File: src/rtl/pdm_audio_out_if.sv
// Sample stream handshake between an audio source and the PDM output stage.
// The source owns sample_in/sample_valid; the PDM block owns sample_ready.
interface pdm_audio_out_if;
  logic [15:0] sample_in;
  logic        sample_valid;
  logic        sample_ready;

  modport master (output sample_in, sample_valid, input sample_ready);
  modport slave  (input sample_in, sample_valid, output sample_ready);
endinterface

File: src/rtl/pdm_audio_out.sv
// Buffered 16-bit audio sample stream to a 1-bit first-order sigma-delta PDM output.
// A small FIFO absorbs upstream jitter; a sample timer pops one sample per period.
module pdm_audio_out #(
  parameter int SAMPLE_PERIOD = 2268,
  parameter int FIFO_DEPTH    = 4
) (
  input  logic                        clk,
  input  logic                        rst_n,
  input  logic                        enable,
  pdm_audio_out_if.slave              bus,
  output logic                        pdm_out,
  output logic                        sample_tick,
  output logic                        underrun,
  output logic [$clog2(FIFO_DEPTH):0] fifo_count
);

  localparam int AW = $clog2(FIFO_DEPTH);
  localparam int CW = AW + 1;

  typedef enum logic [1:0] {IDLE, PRIME, RUN} state_t;

  state_t        state, state_next;
  logic [15:0]   timer;
  logic [15:0]   acc;
  logic [15:0]   cur_sample;
  logic [15:0]   mem [FIFO_DEPTH];
  logic [AW-1:0] rd_ptr, wr_ptr;
  logic          ready_en;
  logic          push, pop, fifo_empty, terminal;
  logic [15:0]   u;
  logic [16:0]   acc_sum;

  // ready_en keeps sample_ready low until the first edge after reset release
  assign fifo_empty       = (fifo_count == '0);
  assign bus.sample_ready = ready_en && (fifo_count < CW'(FIFO_DEPTH));
  assign push             = bus.sample_valid && bus.sample_ready;
  assign terminal         = (timer == 16'(SAMPLE_PERIOD - 1));

  always_ff @(posedge clk or negedge rst_n) begin
    if (!rst_n) begin
      state <= IDLE;
    end else begin
      state <= state_next;
    end
  end

  always_comb begin
    state_next  = state;
    pop         = 1'b0;
    sample_tick = 1'b0;
    underrun    = 1'b0;
    case (state)
      IDLE: begin
        if (enable) state_next = PRIME;
      end
      PRIME: begin
        if (!enable) begin
          state_next = IDLE;
        end else if (!fifo_empty) begin
          state_next = RUN;
          pop        = 1'b1;
        end
      end
      RUN: begin
        if (terminal) begin
          sample_tick = 1'b1;
          underrun    = fifo_empty;
          pop         = !fifo_empty;
        end
        if (!enable) state_next = IDLE;
      end
      default: state_next = IDLE;
    endcase
  end

  // A full FIFO never takes a push, so push and pop always have room to coexist
  always_ff @(posedge clk or negedge rst_n) begin
    if (!rst_n) begin
      rd_ptr     <= '0;
      wr_ptr     <= '0;
      fifo_count <= '0;
      ready_en   <= 1'b0;
    end else begin
      ready_en <= 1'b1;
      if (push) wr_ptr <= wr_ptr + 1'b1;
      if (pop)  rd_ptr <= rd_ptr + 1'b1;
      fifo_count <= fifo_count + CW'(push) - CW'(pop);
    end
  end

  always_ff @(posedge clk) begin
    if (push) mem[wr_ptr] <= bus.sample_in;
  end

  always_ff @(posedge clk or negedge rst_n) begin
    if (!rst_n) begin
      timer      <= '0;
      cur_sample <= '0;
    end else begin
      if (state == RUN) begin
        timer <= terminal ? 16'd0 : timer + 16'd1;
      end else begin
        timer <= '0;
      end
      if (pop) cur_sample <= mem[rd_ptr];
    end
  end

  // PRIME plays mid-scale; the accumulator carries across sample changes
  assign u       = (state == PRIME) ? 16'h8000 : (cur_sample ^ 16'h8000);
  assign acc_sum = {1'b0, acc} + {1'b0, u};

  always_ff @(posedge clk or negedge rst_n) begin
    if (!rst_n) begin
      acc     <= '0;
      pdm_out <= 1'b0;
    end else if (state == IDLE) begin
      acc     <= '0;
      pdm_out <= 1'b0;
    end else begin
      acc     <= acc_sum[15:0];
      pdm_out <= acc_sum[16];
    end
  end

endmodule

File: src/flat_wrapper.sv
// flat-port wrapper written by rule: the top's interface ports become plain ports
module pdm_audio_out_flat 
#(
  parameter int SAMPLE_PERIOD = 2268,
  parameter int FIFO_DEPTH    = 4
)
  (clk, rst_n, enable, pdm_out, sample_tick, underrun, fifo_count, bus_sample_in, bus_sample_valid, bus_sample_ready);
  pdm_audio_out_if bus_i ();
  input  logic clk;
  input  logic rst_n;
  input  logic enable;
  output logic pdm_out;
  output logic sample_tick;
  output logic underrun;
  output logic [$clog2(FIFO_DEPTH):0] fifo_count;
  input wire logic [$bits(bus_i.sample_in)-1:0] bus_sample_in;
  input wire logic [$bits(bus_i.sample_valid)-1:0] bus_sample_valid;
  output wire logic [$bits(bus_i.sample_ready)-1:0] bus_sample_ready;
  assign bus_i.sample_in = bus_sample_in;
  assign bus_i.sample_valid = bus_sample_valid;
  assign bus_sample_ready = bus_i.sample_ready;
  pdm_audio_out #(.SAMPLE_PERIOD(SAMPLE_PERIOD), .FIFO_DEPTH(FIFO_DEPTH)) u_core (.clk(clk), .rst_n(rst_n), .enable(enable), .bus(bus_i), .pdm_out(pdm_out), .sample_tick(sample_tick), .underrun(underrun), .fifo_count(fifo_count));
endmodule
File: config.mk
export PLATFORM = sky130hd
export DESIGN_NAME = pdm_audio_out_flat
export DESIGN_NICKNAME = d
export VERILOG_FILES = /design/src/rtl/pdm_audio_out_if.sv /design/src/rtl/pdm_audio_out.sv /design/src/flat_wrapper.sv
export SDC_FILE = /design/constraint.sdc
export NUM_CORES = 1
export LEC_CHECK = 0
export CAP_MARGIN = 20
export CORE_MARGIN = 2
export CORE_UTILIZATION = 54
export CTS_BUF_LIST = sky130_fd_sc_hd__clkbuf_8 sky130_fd_sc_hd__clkbuf_16
export DETAILED_ROUTE_END_ITERATION = 16
export GPL_TIMING_DRIVEN = 1
export PLACE_DENSITY = 0.75
export SLEW_MARGIN = 30
export SYNTH_ARGS = -nofsm -noshare
export SYNTH_HDL_FRONTEND = slang
export SYNTH_SLANG_ARGS = --single-unit
File: constraint.sdc
create_clock -name clk -period 2.9 [get_ports clk]
set_clock_uncertainty 0.15 [all_clocks]
set_input_delay 0.58 -clock clk [delete_from_list [all_inputs] [get_ports clk]]
set_output_delay 0.58 -clock clk [all_outputs]
set_load 0.01 [all_outputs]
# Word level (Yosys, flattened, before mapping)
# Memories as Yosys holds them, arrays and structs flattened. A register that Yosys moved wholly into a read port is not among the register bits.
# Index checks and enable logic that the tools add are counted.
# classes
add_sub_neg,6
order_cmp,1
eq_ne,6
muxes,20
n_bitwise,1
reduce_logical,7
# ops
operator,n
$mux W16,4
$add A16 B16 Y17,1
$add A16 B1 Y16 const B,1
$eq A16 B12 Y1 const B,1
$mux W1,10
$mux W2,4
$pmux W2 S3,1
$add A2 B1 Y2 const B,2
$ne A2 B2 Y1 const B,2
$add A3 B1 Y3,1
$logic_not A3 Y1,1
$lt A3 B3 Y1 const B,1
$ne A3 B3 Y1 const B,1
$reduce_and A3 Y1,1
$sub A3 B1 Y3,1
$eq A2 B1 Y1 const B,1
$eq A2 B2 Y1 const B,1
$logic_and A1 B1 Y1,2
$logic_not A1 Y1,2
$logic_not A2 Y1,1
$pmux W1 S2,1
$not A1 Y1,1
# totals
ff_bits,43
mem_bits_rw,64
elab_cells,50
memories,1
# memory_table
name,words,word_bits,read_ports,rd_clocked_by_memory_dff,write_ports,line,text
u_core.mem,4,16,1,1,1,pdm_audio_out.sv:26,logic [15:0] mem [FIFO_DEPTH];

# Logic depth before layout (Yosys ltp)
# Gate-level depths: netlist (run 1).
# logic_depth
ltp_word,5
ltp_mapped,13

# Least setup slack after synthesis (run 1)
# No wires, ideal clock.
# synth_path
kind,reg2reg
from,register u_core.timer[0]
to,register u_core.fifo_count[2]
setup_ns,0.129
arrival_ns,2.713
setup_slack_ns,-0.091
stages_incl_launch_ff,14
path_buffers,1
synth_period_minus_slack_ns,2.991
path_cell_list,dfrtp_1 -> ha_1 -> nor4b_1 -> nand4_1 -> or2_4 -> a21oi_4 -> buf_12 -> ha_1 -> inv_1 -> ha_1 -> inv_1 -> fa_1 -> xnor2_1 -> xnor2_1
# synth_between
elab_chain_len,4
# synth_rtl
element,line,text
start: declaration,pdm_audio_out.sv:23,logic [15:0] timer;
start signal: assignment,pdm_audio_out.sv:101,timer <= terminal ? 16'd0 : timer + 16'd1;
$eq A16 B12 Y1,pdm_audio_out.sv:37,assign terminal = (timer == 16'(SAMPLE_PERIOD - 1));
$mux W1,pdm_audio_out.sv:65,if (terminal) begin
$pmux W1 S2,pdm_audio_out.sv:52,case (state)
net u_core.pop,pdm_audio_out.sv:29,"logic push, pop, fifo_empty, terminal;"
$sub A3 B1 Y3,pdm_audio_out.sv:87,fifo_count <= fifo_count + CW'(push) - CW'(pop);
end signal: assignment,pdm_audio_out.sv:87,
end: declaration,pdm_audio_out.sv:14,output logic [$clog2(FIFO_DEPTH):0] fifo_count
# The timed path passes the listed nets, and every way through them passes these cells.
# A chain may end at the register's enable or synchronous reset.

# Worst setup path in the final report (run 1)
# layout_path
from,register u_core.state[1]
to,register u_core.acc[14]
# layout_between
elab_chain_len,4
elab_cells_between_ends,5
classes_between,add/sub: 1; eq/ne: 1; mux: 2; reduce/logical: 1
# layout_rtl
element,line,text
start: declaration,pdm_audio_out.sv:22,"state_t state, state_next;"
start signal: assignment,pdm_audio_out.sv:43,state <= state_next;
$eq A2 B1 Y1,pdm_audio_out.sv:110,assign u = (state == PRIME) ? 16'h8000 : (cur_sample ^ 16'h8000);
$mux W16,pdm_audio_out.sv:110,
$add A16 B16 Y17,pdm_audio_out.sv:111,"assign acc_sum = {1'b0, acc} + {1'b0, u};"
$mux W16 *,pdm_audio_out.sv:117,end else if (state == IDLE) begin
end signal: assignment,pdm_audio_out.sv:121,acc <= acc_sum[15:0];
end: declaration,pdm_audio_out.sv:24,logic [15:0] acc;
# Mark *: on every way between the ends. The rest lies on a longest branch, timed or not.

==> flow_summary.json, run 1 <==
{
  "power.density_nw_per_um2": 1010,
  "place_congestion": 0.779,
  "start_util_pct": 55.3,
  "vias": 3368,
  "synth_fa_ha_area_share_pct": 6.45,
  "tightestPinTransition_ps": 772,
  "timing.final.crit_share_pct": 98.3,
  "grt_usage_pct": 19.4,
  "outcome": "complete, no violations",
  "syn_area_um2": 5660,
  "cts_root_buf": "clkbuf_8",
  "io_buffers": 26,
  "clk_pin_slew_ps": 60,
  "synth-xor-area-share_pct": 3.71,
  "wl_um": 10000,
  "dr.pass1.iters": 4,
  "synth_compound_area_share_pct": 5.79,
  "async_flop_share_pct": 48.0,
  "final.setup.tns_ps": 0,
  "synthCells": 403,
  "critical_path_buf_inv_count": 2,
  "worstReg2RegStart": "u_core.state[1]$_DFFE_PN0P_",
  "route.detailed.drc": 0,
  "ant_nets": 0,
  "ys_seq_area_share_pct": 60.0,
  "p_leak_nw": 2.75,
  "yosys_warnings": 0,
  "crit_chain": "inv_1 > ha_2 > nor2b_1 > ha_2 > inv_1 > fa_2 > nor2b_2 > o31a_1 > o21bai_1 > a21oi_2 > mux2i_1 > o311ai_1",
  "htreeDepth": 4,
  "synth_mux_area_share_pct": 10.4,
  "drive_above_1_share_pct": 24.0,
  "cp-end-kind": "register",
  "fin_crit_ps": 2850,
  "die_x_um": 106,
  "min_path_type": "register to register",
  "crit_required_ps": 3140,
  "cts_tree": "built",
  "criticalPathCategory": "register to register",
  "numCtsBuffers": 17,
  "die_area_um2": 11300,
  "vdd.ir_drop.worst_v": 0.000610,
  "synth_flop_cell": "edfxtp_1",
  "rows": 37,
  "core_um2": 10200,
  "clock_latency_ps": 540,
  "antenna_found_initial": 0,
  "synth_top_family_by_area": "simple AND/OR/NAND/NOR gates",
  "io-pin-count": 27,
  "vias_per_cell": 5.51,
  "cp_slowest_cell": "dfrtp_1",
  "post-place-ws_ps": -1.62,
  "setup_viol": 0,
  "hpwl_um": 6240,
  "cap_violations": 0,
  "grt_start_max_net_pins": 60,
  "nNetsFinal": 510,
  "postSynthAreaPerCell_um2": 14.0,
  "grt_pass1_wl_um": 16600,
  "synth_nets": 451,
  "crit_family": "adder cells",
  "die_h_um": 106,
  "crit_path_max_incr_delay_ps": 390,
  "ys_ff_latch": 123,
  "min_from": "u_core.cur_sample[14]$_DFFE_PN0P_",
  "slew_violations": 0,
  "crit_start": "u_core.state[1]$_DFFE_PN0P_",
  "nFillCells": 726,
  "p_total_mw": 6.93,
  "synth-simple-area-share_pct": 10.7,
  "cts_sinks": 123,
  "fmax_mhz": 351,
  "crit_arrival_ps": 3090,
  "area_growth_pct": 21.2,
  "synth_cell_types": 48,
  "synth_edf_count": 64,
  "num_antenna_cells": 0,
  "layout_setup_ws_ps": 48.3,
  "cts_buffer_depth": 2,
  "cp-start-kind": "register",
  "regToRegSetupSlack_ps": 50,
  "layout_commonest_cell": "edfxtp_1",
  "grt_overflow": 0,
  "drt_iter0_drc": 153,
  "hold_viol": 0,
  "layout_common_cells": "edfxtp_1, dfrtp_1, nor2_1",
  "crit_path_max_fanout": 4,
  "slew_headroom_pct": 48.5,
  "routedWlPerCell_um": 16.4,
  "grt_pass1_vias": 3452
}
[final timing paths]
| check | endpoint | depth (start not counted) |
|---|---|---|
| worst max-delay path | u_core.acc[14]$_DFF_PN0_ | 12 |
| worst min-delay path | u_core.cur_sample[14]$_DFFE_PN0P_ | 1 |
| worst max register to register | u_core.acc[14]$_DFF_PN0_ | 12 |
| worst min register to register | u_core.cur_sample[14]$_DFFE_PN0P_ | 1 |
| max in group asynchronous | u_core.timer[11]$_DFF_PN0_ | 3 |
| min in group asynchronous | u_core.acc[12]$_DFF_PN0_ | 3 |
[state kept, by name, summed over array words and instances (netlist names)]
register,count
u_core.state,2
u_core.cur_sample,16
u_core.rd_ptr,2
u_core.fifo_count,3
u_core.wr_ptr,2
u_core.pdm_out,1
u_core.ready_en,1
u_core.acc,16
u_core.mem,64
u_core.timer,16
[synth_stat cells, drive strengths merged, types with 3 or more instances]
library cell	instances	area share, %
mux4	16	6.4
nand2	17	1.3
nor2	31	2.1
nor2b	20	2.2
nand4	5	0.55
or3	3	0.33
buf	5	1.0
a211oi	5	0.66
edfxtp	64	34
nor3	7	0.62
xor2	9	1.4
nor4b	3	0.46
nand3	5	0.44
a21o	4	0.53
a21oi	15	1.5
o21ai	15	1.3
and3	12	1.4
dfrtp	59	26
xnor2	15	2.3
o21a	5	0.66
ha	26	5.7
inv	16	1.1
clkbuf	6	0.75
or2	3	0.38
mux2	17	3.8
[stage by stage]
step	hold WS [ps]	utilization, %	std cells	instance area (um^2)
floorplan	134	-	403	5710
CTS	353	66.4	604	6790
detailed placement	305	60.0	567	6140
finish	348	67.1	611	6860
global route	376	67.1	611	6860
global placement	302	60.0	567	6140
[cells by family after synthesis]
group	count (synthesis)
DFF	123
and+or+nand+nor	114
AOI/OAI and AO/OA	52
muxes	34
adders and majority gates	28
buffers and inverters	27
xor gates and xnor gates	24
other	1
[power by group]
part           switching, mW  internal [mW]  leakage (nW)
registers              0.221           2.19          1.33
logic                   1.21           1.22          1.13
clock network          0.783           1.31         0.283
total                   2.21           4.72          2.75
[routing by layer]
| metal | vias to the layer above | track usage (%) | wire [um] |
|---|---|---|---|
| li1 | 1598 | - | - |
| met1 | 1696 | 25.0 | 4550 |
| met2 | 57 | 31.0 | 4960 |
| met3 | 17 | 5.89 | 345 |
| met4 | 0 | 7.89 | 176 |
| met5 | - | 0 | 0 |
[worst reg2reg max path, delay by kind of cell, from the launching register on]
family / cells / cell delay (ps)
buf+inv: 2 / 160
simple gates: 2 / 330
compound gates: 4 / 700
fa+ha+maj: 3 / 760
mux: 1 / 220
flops: 1 / 390
[final cells by class]
cell class	instances	area [um^2]	share of cell area, %
clock buffer	17	414	6.03
sequential	123	3400	49.5
inverter	16	60.1	0.875
clock inverter	15	176	2.57
multi-input combinational	253	2190	31.9
timing repair buffer	51	455	6.64
tap	136	170	2.48
[what timing repair did]
action | 4_1_cts | 5_1_grt
endpoints found under the setup margin | 4 | 8
buffers inserted | 4 | 7
pin swaps | 4 | 8
hold endpoints to repair | 59 | 0
hold buffers | 1 | 0
gates resized for setup | 5 | 13
Note: power is estimated with default switching activity, not from simulation.
==> run 2: changes to the inputs <==
CORE_UTILIZATION = 55   (was 54)
DONT_BUFFER_PORTS = 1   (was default)
PLACE_DENSITY = 0.73   (was 0.75)
==> run 2 against run 1 <==
Die area is 1.8% lower. Critical path depth stayed put. Utilization fell by 0.39 points. Critical path type unchanged. Power is 2.2% lower. Largest power group is now sequential cells. Register-to-register slack improved by 80 ps. First-iteration DRC count decreased by 34%.
==> flow_summary.json, run 2 (synthesis gave the netlist of run 1 again) <==
{
  "outcome": "complete, no violations",
  "numCtsBuffers": 17,
  "io-pin-count": 27,
  "cap_violations": 0,
  "grt_start_max_net_pins": 60,
  "grt_usage_pct": 20.0,
  "crit_arrival_ps": 3040,
  "die_x_um": 105,
  "rsz0062_at_grt": "yes",
  "fin_crit_ps": 2780,
  "cp-end-kind": "register",
  "slew_violations": 0,
  "grt_overflow": 0,
  "r2r_cells": 12,
  "p_total_mw": 6.78,
  "num_antenna_cells": 0,
  "clk_pin_slew_ps": 60,
  "crit_start": "u_core.state[1]$_DFFE_PN0P_",
  "dpl.cell_count": 539,
  "hpwl_um": 6090,
  "regMostFlops": "u_core.mem",
  "routedWlPerCell_um": 16.7,
  "vdd.ir_drop.worst_v": 0.000626,
  "slew_headroom_pct": 45.1,
  "cts_sinks": 123,
  "cts_root_buf": "clkbuf_8",
  "setup_viol": 0,
  "multi_input_comb_area_um2": 2220,
  "fmax_mhz": 360,
  "vias_per_cell": 5.37,
  "grt_pass1_vias": 3349,
  "core_um2": 10100,
  "start_util_pct": 55.8,
  "vias": 3200,
  "crit_path_max_fanout": 4,
  "crit_required_ps": 3170,
  "r2r-end": "u_core.pdm_out$_DFF_PN0_",
  "route.detailed.drc": 0,
  "rows": 37,
  "timing.critical_path.to": "u_core.pdm_out$_DFF_PN0_",
  "design_area_um2": 6760,
  "nNetsFinal": 495,
  "drive_above_1_share_pct": 23.7,
  "hold_viol": 0,
  "seq_area_um2": 3400,
  "timing.final.crit_share_pct": 95.7,
  "largest_reg_flops": 64,
  "place_congestion": 0.803,
  "regToRegSetupSlack_ps": 120,
  "die_h_um": 105,
  "min_path_type": "input port to register",
  "placed_area_um2": 5870,
  "io_buffers": 0,
  "dr.pass1.iters": 5,
  "criticalPathCategory": "register to register",
  "layout_common_cells": "edfxtp_1, dfrtp_1, nor2_1",
  "nFillCells": 668,
  "clock_latency_ps": 520,
  "htreeDepth": 4,
  "final_cells": 596,
  "ant_nets": 0,
  "cp-start-kind": "register",
  "worstReg2RegStart": "u_core.state[1]$_DFFE_PN0P_",
  "layout_setup_ws_ps": 124,
  "area_growth_pct": 19.4,
  "post-place-ws_ps": -22.6,
  "min_from": "enable",
  "p_leak_nw": 2.68,
  "grt_pass1_wl_um": 16800,
  "cts_tree": "built",
  "antenna_found_initial": 0,
  "cts_buffer_depth": 2,
  "layout_commonest_cell": "edfxtp_1",
  "wl_um": 9930,
  "final.setup.tns_ps": 0,
  "die_area_um2": 11100,
  "power.density_nw_per_um2": 1000,
  "tightestPinTransition_ps": 824,
  "drt_iter0_drc": 101
}
## run 2: cell count changes in the layout (fill, tap and decap cells not counted), moves of 2 or more
cell,previous run,this run
clkdlybuf4s50_1,23,0
dlygate4sd3_1,1,17
buf_4,22,16
clkinv_1,0,2
clkinvlp_4,4,2
## run 2: power by group
part / switching, mW / internal (mW)
logic: 1.13 / 1.18
registers: 0.283 / 2.19
clock network: 0.774 / 1.22
total: 2.19 / 4.59
## run 2: area by class of cell
cell class / instances / share of cell area [%]
repair buffers: 36 / 5.16
clock buffers: 17 / 6.13
inverters: 16 / 0.888
flip-flops and latches: 123 / 50.3
clock inverters: 15 / 2.20
multi-input cells: 253 / 32.8
well taps: 136 / 2.52
## run 2: metal layers
layer / GRT usage [%] / vias up / share of wire, %
met4: 8.00 / 0 / 0.94
met3: 5.88 / 8 / 3.2
met2: 32.5 / 41 / 50
li1: - / 1570 / -
met5: 0 / - / 0
met1: 25.2 / 1581 / 45
## run 2: metrics by stage
stage / hold WS, ps / utilization (%)
final: 19.8 / 66.7
after detailed placement: 138 / 57.9
after global routing: 4.38 / 66.7
after floorplan: 134 / -
after CTS: 17.0 / 65.6
after global placement: 138 / 57.9
## run 2: what timing repair did
item                                    in CTS  in global routing
endpoints found under the setup margin       3                  7
resized for setup                            2                 16
setup buffers                                1                  6
hold endpoints to repair                   123                  0
hold buffers                                18                  0
pin swaps                                    1                  8
## run 2: how the worst min path moves through the flow
| stage | slack [ps] | cells past startpoint | end |
|---|---|---|---|
| 6_report | 20 | 1 | u_core.state[1]$_DFFE_PN0P_ |
| 5_1_grt | 4 | 1 | u_core.state[1]$_DFFE_PN0P_ |
| 4_1_cts | 20 | 1 | u_core.state[1]$_DFFE_PN0P_ |
| 3_5_place_dp | 140 | 0 | u_core.acc[14]$_DFF_PN0_ |
| 3_3_place_gp | 140 | 0 | u_core.acc[13]$_DFF_PN0_ |
| 2_1_floorplan | 130 | 0 | u_core.acc[0]$_DFF_PN0_ |
## run 2: worst max-delay path: stages (launching register included)
cell      delay [ps]
dfrtp_1          400
inv_1            100
ha_2             210
nor2b_1          140
ha_2             220
inv_1             60
fa_2             350
nor2b_2          130
o31a_1           210
o21bai_1         110
a21oi_2          210
nand4_1          120
a211oi_1         270
==> run 3: changes to the inputs <==
CORE_MARGIN = default   (was 2)
==> run 3 against run 2 <==
Largest power group unchanged. Register-to-register slack worse by 20 ps. Critical path depth is the same. Global-route usage grew 0.39 points. Utilization grew 1.6 points.
==> flow_summary.json, run 3 (synthesis gave the netlist of run 1 again) <==
{
  "fin_crit_ps": 2790,
  "drive_above_1_share_pct": 23.0,
  "cts_root_buf": "clkbuf_8",
  "grt_overflow": 0,
  "grt_usage_pct": 20.4,
  "area_growth_pct": 19.1,
  "vias": 3252,
  "p_leak_nw": 2.68,
  "final_cells": 593,
  "power.density_nw_per_um2": 1010,
  "crit_path_max_fanout": 4,
  "layout_common_cells": "edfxtp_1, dfrtp_1, nor2_1",
  "io_buffers": 0,
  "routedWlPerCell_um": 16.5,
  "wl_um": 9780,
  "nNetsFinal": 495,
  "dr.pass1.iters": 4,
  "rows": 36,
  "regMostFlops": "u_core.mem",
  "cp-start-kind": "register",
  "antenna_found_initial": 0,
  "crit_arrival_ps": 3040,
  "core_um2": 9860,
  "postLayoutCoreUtil_pct": 68.3,
  "final.setup.tns_ps": 0,
  "drt_iter0_drc": 176,
  "slew_headroom_pct": 48.4,
  "timing.final.crit_share_pct": 96.3,
  "largest_reg_flops": 64,
  "vdd.ir_drop.worst_v": 0.000690,
  "num_antenna_cells": 0,
  "route.detailed.drc": 0,
  "fmax_mhz": 358,
  "numCtsBuffers": 17,
  "hold_viol": 0,
  "vias_per_cell": 5.48,
  "cap_violations": 0,
  "dpl.cell_count": 537,
  "cts_sinks": 123,
  "ant_nets": 0,
  "layout_commonest_cell": "edfxtp_1",
  "cp-end-kind": "register",
  "place_congestion": 0.834,
  "die_area_um2": 10700,
  "criticalPathCategory": "register to register",
  "slew_violations": 0,
  "setup_viol": 0,
  "hpwl_um": 5960,
  "crit_required_ps": 3150,
  "cts_tree": "built",
  "grt_start_max_net_pins": 60,
  "cts_buffer_depth": 2,
  "grt_pass1_vias": 3248,
  "htreeDepth": 4,
  "clock_latency_ps": 520,
  "start_util_pct": 57.4,
  "die_h_um": 103,
  "tightestPinTransition_ps": 775,
  "outcome": "complete, no violations",
  "io-pin-count": 27,
  "clk_pin_slew_ps": 60,
  "grt_pass1_wl_um": 15700,
  "min_path_type": "input port to register",
  "die_x_um": 103
}
==> run 3: worst max-delay path, stage by stage (launching register included) <==
cell and delay [ps]:
dfrtp_1 400, ha_4 170, nor4b_4 190, nand4_1 190
or2_4 300, a21oi_4 180, ha_4 220, inv_2 60
ha_4 110, inv_2 40, fa_2 380, xnor2_2 160
xnor2_1 130
==> run 3: repair_timing <==
action,4_1_cts,5_1_grt
resized for setup,0,14
hold endpoints to repair,123,0
setup buffers,0,6
hold buffers,18,0
endpoints found under the setup margin,0,6
==> run 3: cell type report <==
class	instances	area (um^2)
flip-flops and latches	123	3400
multi-input cells	253	2200
repair buffers	36	337
clock inverters	13	143
clock buffers	19	442
inverters	16	60.1
well taps	133	166
fillers	647	3120
==> run 3: path summary, 6_finish.rpt <==
| path | endpoint | slack, ps | cells after the start | from |
|---|---|---|---|---|
| worst max register to register | u_core.fifo_count[2]$_DFF_PN0_ | 110 | 12 | u_core.timer[0]$_DFF_PN0_ |
| worst min-delay path | u_core.state[0]$_DFFE_PN0P_ | 40 | 1 | enable |
| worst max-delay path | u_core.fifo_count[2]$_DFF_PN0_ | 110 | 12 | u_core.timer[0]$_DFF_PN0_ |
| worst min register to register | u_core.cur_sample[5]$_DFFE_PN0P_ | 360 | 1 | u_core.cur_sample[5]$_DFFE_PN0P_ |
| min in group asynchronous | u_core.acc[9]$_DFF_PN0_ | 430 | 2 | rst_n |
| max in group asynchronous | u_core.timer[9]$_DFF_PN0_ | 1890 | 2 | rst_n |
==> run 3: layer usage <==
metal	track usage (%)	routed length (um)	vias up
met4	7.48	143	0
met1	26.6	4400	1618
li1	-	-	1569
met5	0	0	-
met3	6.32	354	13
met2	32.3	4870	52
==> run 3: through the flow <==
stage / power, mW / instance area [um^2] / setup slack [ps] / hold slack (ps)
floorplan: 4.24 / 5710 / -14.0 / 134
global placement: 4.55 / 5860 / 158 / 139
detailed placement: 4.64 / 5860 / 67.7 / 138
CTS: 6.76 / 6640 / 41.2 / 20.3
global route: 7.20 / 6740 / -13.7 / 32.8
finish: 6.78 / 6740 / 107 / 39.7
==> run 3: where the power goes <==
part	switching, mW	internal [mW]
clock	0.773	1.27
combinational	1.15	1.15
sequential	0.241	2.19
total	2.16	4.61
